**config.mk**
```make
export PLATFORM = sky130hd
export DESIGN_NAME = alu_vector_sequencer
export DESIGN_NICKNAME = d
export VERILOG_FILES = /design/src/rtl/alu_vector_sequencer.sv
export SDC_FILE = /design/constraint.sdc
export NUM_CORES = 1
export LEC_CHECK = 0
export CAP_MARGIN = 20
export CORE_ASPECT_RATIO = 0.8
export CORE_UTILIZATION = 61
export DETAILED_ROUTE_END_ITERATION = 8
export GPL_TIMING_DRIVEN = 0
export PLACE_DENSITY = 0.95
export SYNTH_ARGS = -nofsm -noshare
export SYNTH_HDL_FRONTEND = slang
export SYNTH_SLANG_ARGS = --single-unit
```
**constraint.sdc**
```tcl
create_clock -name clk -period 4.75 [get_ports clk]
set_input_delay 0.95 -clock clk [delete_from_list [all_inputs] [get_ports clk]]
set_output_delay 0.95 -clock clk [all_outputs]
set_load 0.005 [all_outputs]
```
**src/rtl/alu_vector_sequencer.sv**
```systemverilog
// alu_vector_sequencer
//   Stimulus stage for the operand-memory ALU wrapper. On start it holds
//   initialise high for INIT_CYCLES cycles, then sweeps every
//   (address_a, address_b, function) triple over the 18 Hack ALU functions.
//   Each vector is offered on a valid/ready handshake.
// Ports
//   clk, rst_n            clock (rising edge), synchronous active-low reset
//   start, abort          begin sweep (IDLE/DONE only) / return to IDLE
//   step_mode, step       single-step pacing: one vector per step pulse
//   ready                 downstream accepts the current vector
//   initialise            operand-memory preload strobe
//   address_a, address_b  operand addresses
//   zx,nx,zy,ny,f,no      ALU control bits decoded from func_idx
//   func_idx              current function index 0..17
//   valid, busy, done     handshake and status flags
module alu_vector_sequencer #(
  parameter int unsigned INIT_CYCLES = 4,
  parameter int unsigned A_FIRST     = 0,
  parameter int unsigned A_LAST      = 31,
  parameter int unsigned B_FIRST     = 0,
  parameter int unsigned B_LAST      = 31
) (
  input  logic       clk,
  input  logic       rst_n,
  input  logic       start,
  input  logic       abort,
  input  logic       step_mode,
  input  logic       step,
  input  logic       ready,
  output logic       initialise,
  output logic [4:0] address_a,
  output logic [4:0] address_b,
  output logic       zx,
  output logic       nx,
  output logic       zy,
  output logic       ny,
  output logic       f,
  output logic       no,
  output logic [4:0] func_idx,
  output logic       valid,
  output logic       busy,
  output logic       done
);

  typedef enum logic [2:0] {IDLE, INIT, RUN, WAIT, DONE} state_t;

  localparam logic [4:0]  AF       = 5'(A_FIRST);
  localparam logic [4:0]  AL       = 5'(A_LAST);
  localparam logic [4:0]  BF       = 5'(B_FIRST);
  localparam logic [4:0]  BL       = 5'(B_LAST);
  localparam logic [4:0]  FN_LAST  = 5'd17;
  localparam logic [31:0] INIT_END = 32'(INIT_CYCLES - 1);

  state_t      state, state_nxt;
  logic [4:0]  a_nxt, b_nxt, fn_nxt;
  logic [31:0] init_cnt, cnt_nxt;
  logic [5:0]  ctrl;
  logic        last_vec;

  function automatic logic [5:0] ctrl_of(input logic [4:0] idx);
    case (idx)
      5'd0:    ctrl_of = 6'b101010;
      5'd1:    ctrl_of = 6'b111111;
      5'd2:    ctrl_of = 6'b111010;
      5'd3:    ctrl_of = 6'b001100;
      5'd4:    ctrl_of = 6'b110000;
      5'd5:    ctrl_of = 6'b001101;
      5'd6:    ctrl_of = 6'b110001;
      5'd7:    ctrl_of = 6'b001111;
      5'd8:    ctrl_of = 6'b110011;
      5'd9:    ctrl_of = 6'b011111;
      5'd10:   ctrl_of = 6'b110111;
      5'd11:   ctrl_of = 6'b001110;
      5'd12:   ctrl_of = 6'b110010;
      5'd13:   ctrl_of = 6'b000010;
      5'd14:   ctrl_of = 6'b010011;
      5'd15:   ctrl_of = 6'b000111;
      5'd16:   ctrl_of = 6'b000000;
      5'd17:   ctrl_of = 6'b010101;
      default: ctrl_of = 6'b101010;
    endcase
  endfunction

  assign last_vec = (address_a == AL) && (address_b == BL) && (func_idx == FN_LAST);

  always_comb begin
    state_nxt = state;
    a_nxt     = address_a;
    b_nxt     = address_b;
    fn_nxt    = func_idx;
    cnt_nxt   = init_cnt;
    if (abort) begin
      state_nxt = IDLE;
    end else begin
      case (state)
        IDLE, DONE: begin
          if (start) begin
            state_nxt = INIT;
            a_nxt     = AF;
            b_nxt     = BF;
            fn_nxt    = '0;
            cnt_nxt   = '0;
          end
        end
        INIT: begin
          if (init_cnt == INIT_END) state_nxt = RUN;
          else                      cnt_nxt   = init_cnt + 32'd1;
        end
        RUN: begin
          if (ready) begin
            // The final vector goes straight to DONE with counters left in place.
            if (last_vec) begin
              state_nxt = DONE;
            end else begin
              if (func_idx == FN_LAST) begin
                fn_nxt = '0;
                if (address_b == BL) begin
                  b_nxt = BF;
                  a_nxt = address_a + 5'd1;
                end else begin
                  b_nxt = address_b + 5'd1;
                end
              end else begin
                fn_nxt = func_idx + 5'd1;
              end
              if (step_mode) state_nxt = WAIT;
            end
          end
        end
        WAIT: begin
          if (step || !step_mode) state_nxt = RUN;
        end
        default: state_nxt = IDLE;
      endcase
    end
  end

  always_ff @(posedge clk) begin
    if (!rst_n) begin
      state     <= IDLE;
      address_a <= AF;
      address_b <= BF;
      func_idx  <= '0;
      ctrl      <= 6'b101010;
      init_cnt  <= '0;
    end else begin
      state     <= state_nxt;
      address_a <= a_nxt;
      address_b <= b_nxt;
      func_idx  <= fn_nxt;
      // Decode the next index so ctrl bits update on the same edge as func_idx.
      ctrl      <= ctrl_of(fn_nxt);
      init_cnt  <= cnt_nxt;
    end
  end

  assign {zx, nx, zy, ny, f, no} = ctrl;
  assign initialise = (state == INIT);
  assign valid      = (state == RUN);
  assign busy       = (state == INIT) || (state == RUN) || (state == WAIT);
  assign done       = (state == DONE);

endmodule
```
# Yosys cells after proc, flatten, opt, wreduce, memory -nomap -nowiden
# Memory sizes are Yosys's and may differ from the RTL's. A register that Yosys moved wholly into a read port is not among the register bits.
# Index checks and enable logic that the tools add are counted.
# W data, S select, Z words.
classes:
  n_eq_ne: 17
  muxes: 27
  add_sub_neg: 4
  reduce_logical: 16
  bitwise_logic: 2
ops:
  columns: ["cell", "count"]
  rows:
  - ["$mux W5", 14]
  - ["$mux W32", 2]
  - ["$pmux W32 S2", 1]
  - ["$add A32 B1 Y32 const B", 1]
  - ["$eq A32 B2 Y1 const B", 1]
  - ["$pmux W5 S2", 3]
  - ["$mux W3", 6]
  - ["$add A5 B1 Y5 const B", 3]
  - ["$eq A5 B5 Y1 const B", 3]
  - ["$pmux W3 S4", 1]
  - ["$ne A2 B2 Y1 const B", 5]
  - ["$reduce_and A7 Y1", 1]
  - ["$eq A3 B2 Y1 const B", 2]
  - ["$ne A2 B1 Y1 const B", 3]
  - ["$reduce_and A6 Y1", 1]
  - ["$reduce_and A5 Y1", 1]
  - ["$reduce_and A4 Y1", 1]
  - ["$reduce_bool A2 Y1", 2]
  - ["$reduce_or A2 Y1", 2]
  - ["$eq A3 B1 Y1 const B", 1]
  - ["$eq A3 B3 Y1 const B", 1]
  - ["$logic_not A3 Y1", 1]
  - ["$logic_or A1 B1 Y1", 3]
  - ["$ne A3 B2 Y1 const B", 1]
  - ["other kinds (3)", 6]
word_totals:
  register_bits: 50
  mem_bits_ro: 192
  in_bits: 7
  wordCells: 72
  memories: 1
mem_list:
  columns: ["memory", "words", "width", "rd", "rd_clocked_by_memory_dff", "wr", "line", "text"]
  rows:
  - ["(no name shown)", 32, 6, 1, 1, 0, "61", "case (idx)"]

# Longest topological paths before layout
depth:
  word_depth: 7
  mapped_depth: 10

# Least setup slack after synthesis
# No wires, ideal clock.
synth_path:
  kind: "input to register"
  start: "input port abort"
  end: "register ctrl[1]"
  t_arrival_ns: 2.675
  slack_ns: 1.959
  path_stages: 6
  n_path_buf: 1
  setup_ns: 0.116
  cell_sequence: "clkbuf_1 > or4b_2 > o211ai_1 > nand2_2 > or4_1 > a31o_2"
synth_via:
  elab_chain_len: 1
synth_lines:
  columns: ["item", "line", "text"]
  rows:
  - ["start: declaration", "26", "input logic abort,"]
  - ["$mux W5", "92", "if (abort) begin"]
  - ["end: declaration", "57", "logic [5:0] ctrl;"]
# Every way passes these cells.
# A chain may end at the register's enable or synchronous reset.

# Final worst setup path
layout_path:
  start: "input port abort"
  end: "register init_cnt[15]"
layout_via:
  elab_chain_len: 2
layout_lines:
  columns: ["item", "line", "text"]
  rows:
  - ["$not A1 Y1 (no line)", null, null]
  - ["$reduce_and A4 Y1 (no line)", null, null]
  - ["end signal: assignment", "153", "init_cnt <= cnt_nxt;"]
  - ["end: declaration", "56", "logic [31:0] init_cnt, cnt_nxt;"]
# Every way passes these cells.

==> key figures <==
Worst hold path
  – Hold crit path type: register to register
  – Min-delay src: address_b[4]

Floorplan
  – Total Die Area: between 5000 and 6000 µm²
  – Initial Util: between 60% and 70%
  – Placeable Area: about 4700 µm²
  – Rows: 22
  – Die W: 81.42 µm
  – Io pins: 32
  – Die height: around 66 µm

Timing
  – Setup TNS: 0 ns
  – Clk_skew: around 0.013 ns
  – Part of the cycle the worst path needs: a little over two thirds
  – Final setup vio count: 0
  – Slew headroom: 54.08%
  – RSZ-0062 raised after global routing: no
  – Final setup margin: about 1.4 ns
  – Final Hold Fails: 0
  – Min Tclk post-route: approximately 3.3 ns
  – Tightest Pin Transition: about 0.7 ns
  – Slew Viols, Final: 0
  – Maximum clock frequency: ~300 MHz

Place
  – Dpl ws: between 1 and 1.5 ns
  – Port Buffers: 30
  – Gpl congestion: about 0.94
  – Detailed placement HPWL: ~5300 µm

Global route
  – GR Util met1: roughly 43%
  – Pin count of the biggest net entering global routing: 17
  – Global routing's busiest layer: met2
  – Antenna violations before repair: 0
  – GR Util met2: approximately 46%
  – Total GRT Usage: 30.39%
  – Overflow after GRT: 0
  – Vias in the first global route: approximately 2,700
  – First-pass GRT wire length: approximately 13,000 µm
  – M3 GR Usage: around 4.6%

Final layout
  – Filler Cells Inserted: 339
  – Post-layout util: 75.31%
  – Area occupied by registers: 1121 µm²
  – Final net count: 426
  – N_diodes: 0
  – Area occupied by multi-input gates: about 1800 µm²
  – Share of cells above drive strength 1: under 10%
  – Area growth, synth to finish: 15.16%

Synthesis
  – Cell count after synthesis: 375
  – Yosys top cell area share: ~36%
  – Post-synthesis register bit count: 56
  – Ys flop type: dfxtp_1
  – Synth warn: 0
  – Syn_nets: between 300 and 400
  – Post-Syn Area: approximately 3100 µm²
  – Syn Area/Cell: slightly above 8 µm²
  – Register area share after synthesis: around 36%
  – Synth cell types: 64
  – Synth area leader: dfxtp_1
  – Post-synth ARST share: 0%
  – EDFF count, synth: 0
  – Synth area leaders: dfxtp_1, nor2_1, xnor2_1, nand2_1, a21oi_1

Routing
  – Drt drc: 0
  – DRT Pass-1 Iters: 5
  – Via-per-instance ratio: approximately 6.4
  – Detailed Route WL: ~7400 µm
  – ANT nets after route: 0
  – Drt wl/cell: 15.78 µm
  – Via count: approximately 3,000
  – DR iter-0 viols: 306

Worst setup path
  – Crit end category: register
  – CP startpoint: abort
  – Crit path launch type: primary input
  – Cell mode on critical path: clkbuf_1
  – Arr. time, crit path: 3.51 ns
  – Required time worst endpoint: 4.94 ns
  – Kind of critical path: primary input to register
  – Cells along the critical path: clkdlybuf4s50_1 -> clkbuf_1 -> or4b_2 -> nand2_1 -> clkbuf_1 -> buf_1 -> nor2_1
  – Top delay family on crit path: buffers and inverters
  – Crit-path slowest cell: or4b_2
  – Reg2reg start: address_a[0]
  – Worst Path Max Fanout: 10
  – Worst stage delay on the critical path: approximately 0.7 ns
  – WP buf/inv: 4

Power and ir drop
  – Worst vdd ir: around 0.00018 V
  – Power Density: 234.2 nW/µm²
  – Power consumption: 830.1 µW
  – Leak: ~1.2 nW

Clock tree
  – H-tree depth: 2
  – Clock-pin slew on the worst setup and hold paths: around 0.090 ns
  – CTS Buf Count: 5
  – CTS root buf: clkbuf_8
  – # Post-CTS Setup Buffers: 0
  – Clk buf depth: 2
  – Clk Latency, worst-skew pair: between 0.3 and 0.4 ns
  – CTS tree: yes
  – # hold bufs at CTS: 0
  – Clock Sink Count: 56
  – Post-cts sizing count: 0

Status
  – Status: completed

Run
  – Number of max-cap violations: 0
cells in the final DEF (no fill, tap or decap), types with 4 or more instances in the layout:
cell / synthesis / layout
buf_2: 5 / 5
nand2_1: 29 / 29
nand2b_1: 8 / 8
and4_1: 4 / 4
a21oi_1: 19 / 19
xor2_1: 10 / 10
clkbuf_1: 9 / 9
nand3_1: 16 / 16
a31o_2: 6 / 6
and3_1: 7 / 7
or3_1: 5 / 5
nor2_1: 42 / 42
dfxtp_1: 56 / 56
clkdlybuf4s50_1: 0 / 30
ha_1: 7 / 7
nor4_1: 13 / 13
a21boi_0: 5 / 5
a21o_1: 4 / 4
inv_1: 12 / 12
o21ai_0: 8 / 8
nor3_1: 6 / 6
clkbuf_8: 0 / 6
nand4_1: 13 / 13
xnor2_1: 15 / 15
and2_1: 6 / 6
a211oi_1: 10 / 10
registers in the layout (all words and copies together) (netlist names):
| name | cells |
|---|---|
| ctrl | 6 |
| address_b | 5 |
| init_cnt | 32 |
| state | 3 |
| address_a | 5 |
| func_idx | 5 |
area by class of cell:
class | count | share of cell area (%)
Timing Repair Buffer | 30 | 8.472
Buffer | 19 | 2.647
Clock inverter | 1 | 0.2471
Inverter | 12 | 1.271
Clock buffer | 6 | 2.330
Multi-Input combinational cell | 288 | 51.29
Sequential cell | 56 | 31.63
Tap cell | 60 | 2.118
metrics by stage:
stage	cell area, µm²	std cells	hold slack, ns
2_1_floorplan	3078	375	0.4669
3_3_place_gp	3453	465	0.4836
3_5_place_dp	3453	465	0.5010
4_1_cts	3545	472	0.5165
5_1_grt	3545	472	0.5543
6_report	3545	472	0.5177
where the power goes:
part / internal [mW] / total (mW) / switching (mW)
Combinational: 0.0310 / 0.0800 / 0.0490
Sequential: 0.473 / 0.477 / 0.00439
Clock: 0.117 / 0.273 / 0.156
Total: 0.621 / 0.830 / 0.209
final timing paths:
check,to,slack [ns],depth (start not counted)
max,init_cnt[15],1.43,7
max reg2reg,ctrl[1],2.16,9
min reg2reg,address_b[4],0.52,2
min,address_b[4],0.52,2
cells in the mapped netlist (3+ instances only):
library cell	instances
dfxtp_1	56
nor2_1	42
nand2_1	29
a21oi_1	19
nand3_1	16
xnor2_1	15
nand4_1	13
nor4_1	13
inv_1	12
a211oi_1	10
xor2_1	10
clkbuf_1	9
nand2b_1	8
o21ai_0	8
and3_1	7
ha_1	7
a31o_2	6
and2_1	6
nor3_1	6
a21boi_0	5
buf_2	5
or3_1	5
a21o_1	4
and4_1	4
a31oi_1	3
nor2b_1	3
nor3b_1	3
nor4b_1	3
o211ai_1	3
o21ai_1	3
cells by family after synthesis:
family,after synthesis,share of synthesized area (%)
xor+xnor,25,7.114
buf+inv,31,4.512
mux,2,0.6504
compound gates,79,17.64
simple gates,175,30.81
flops,56,36.42
fa+ha+maj,7,2.845
metal layers:
| layer | wire, µm | vias up |
|---|---|---|
| met5 | 0 | - |
| met4 | 169 | 0 |
| met3 | 461 | 26 |
| met2 | 3365 | 128 |
| met1 | 3450 | 1424 |
| li1 | - | 1437 |
worst register-to-register path, cell delays in order, from the launching register on:
cell,delay [ns]
dfxtp_1,0.37
ha_1,0.23
and3_1,0.20
ha_1,0.24
nand2_1,0.11
a31oi_1,0.09
o21ai_1,0.25
nand2_1,0.24
or4_1,0.57
a31o_2,0.21
(Power assumes the default switching activity.)
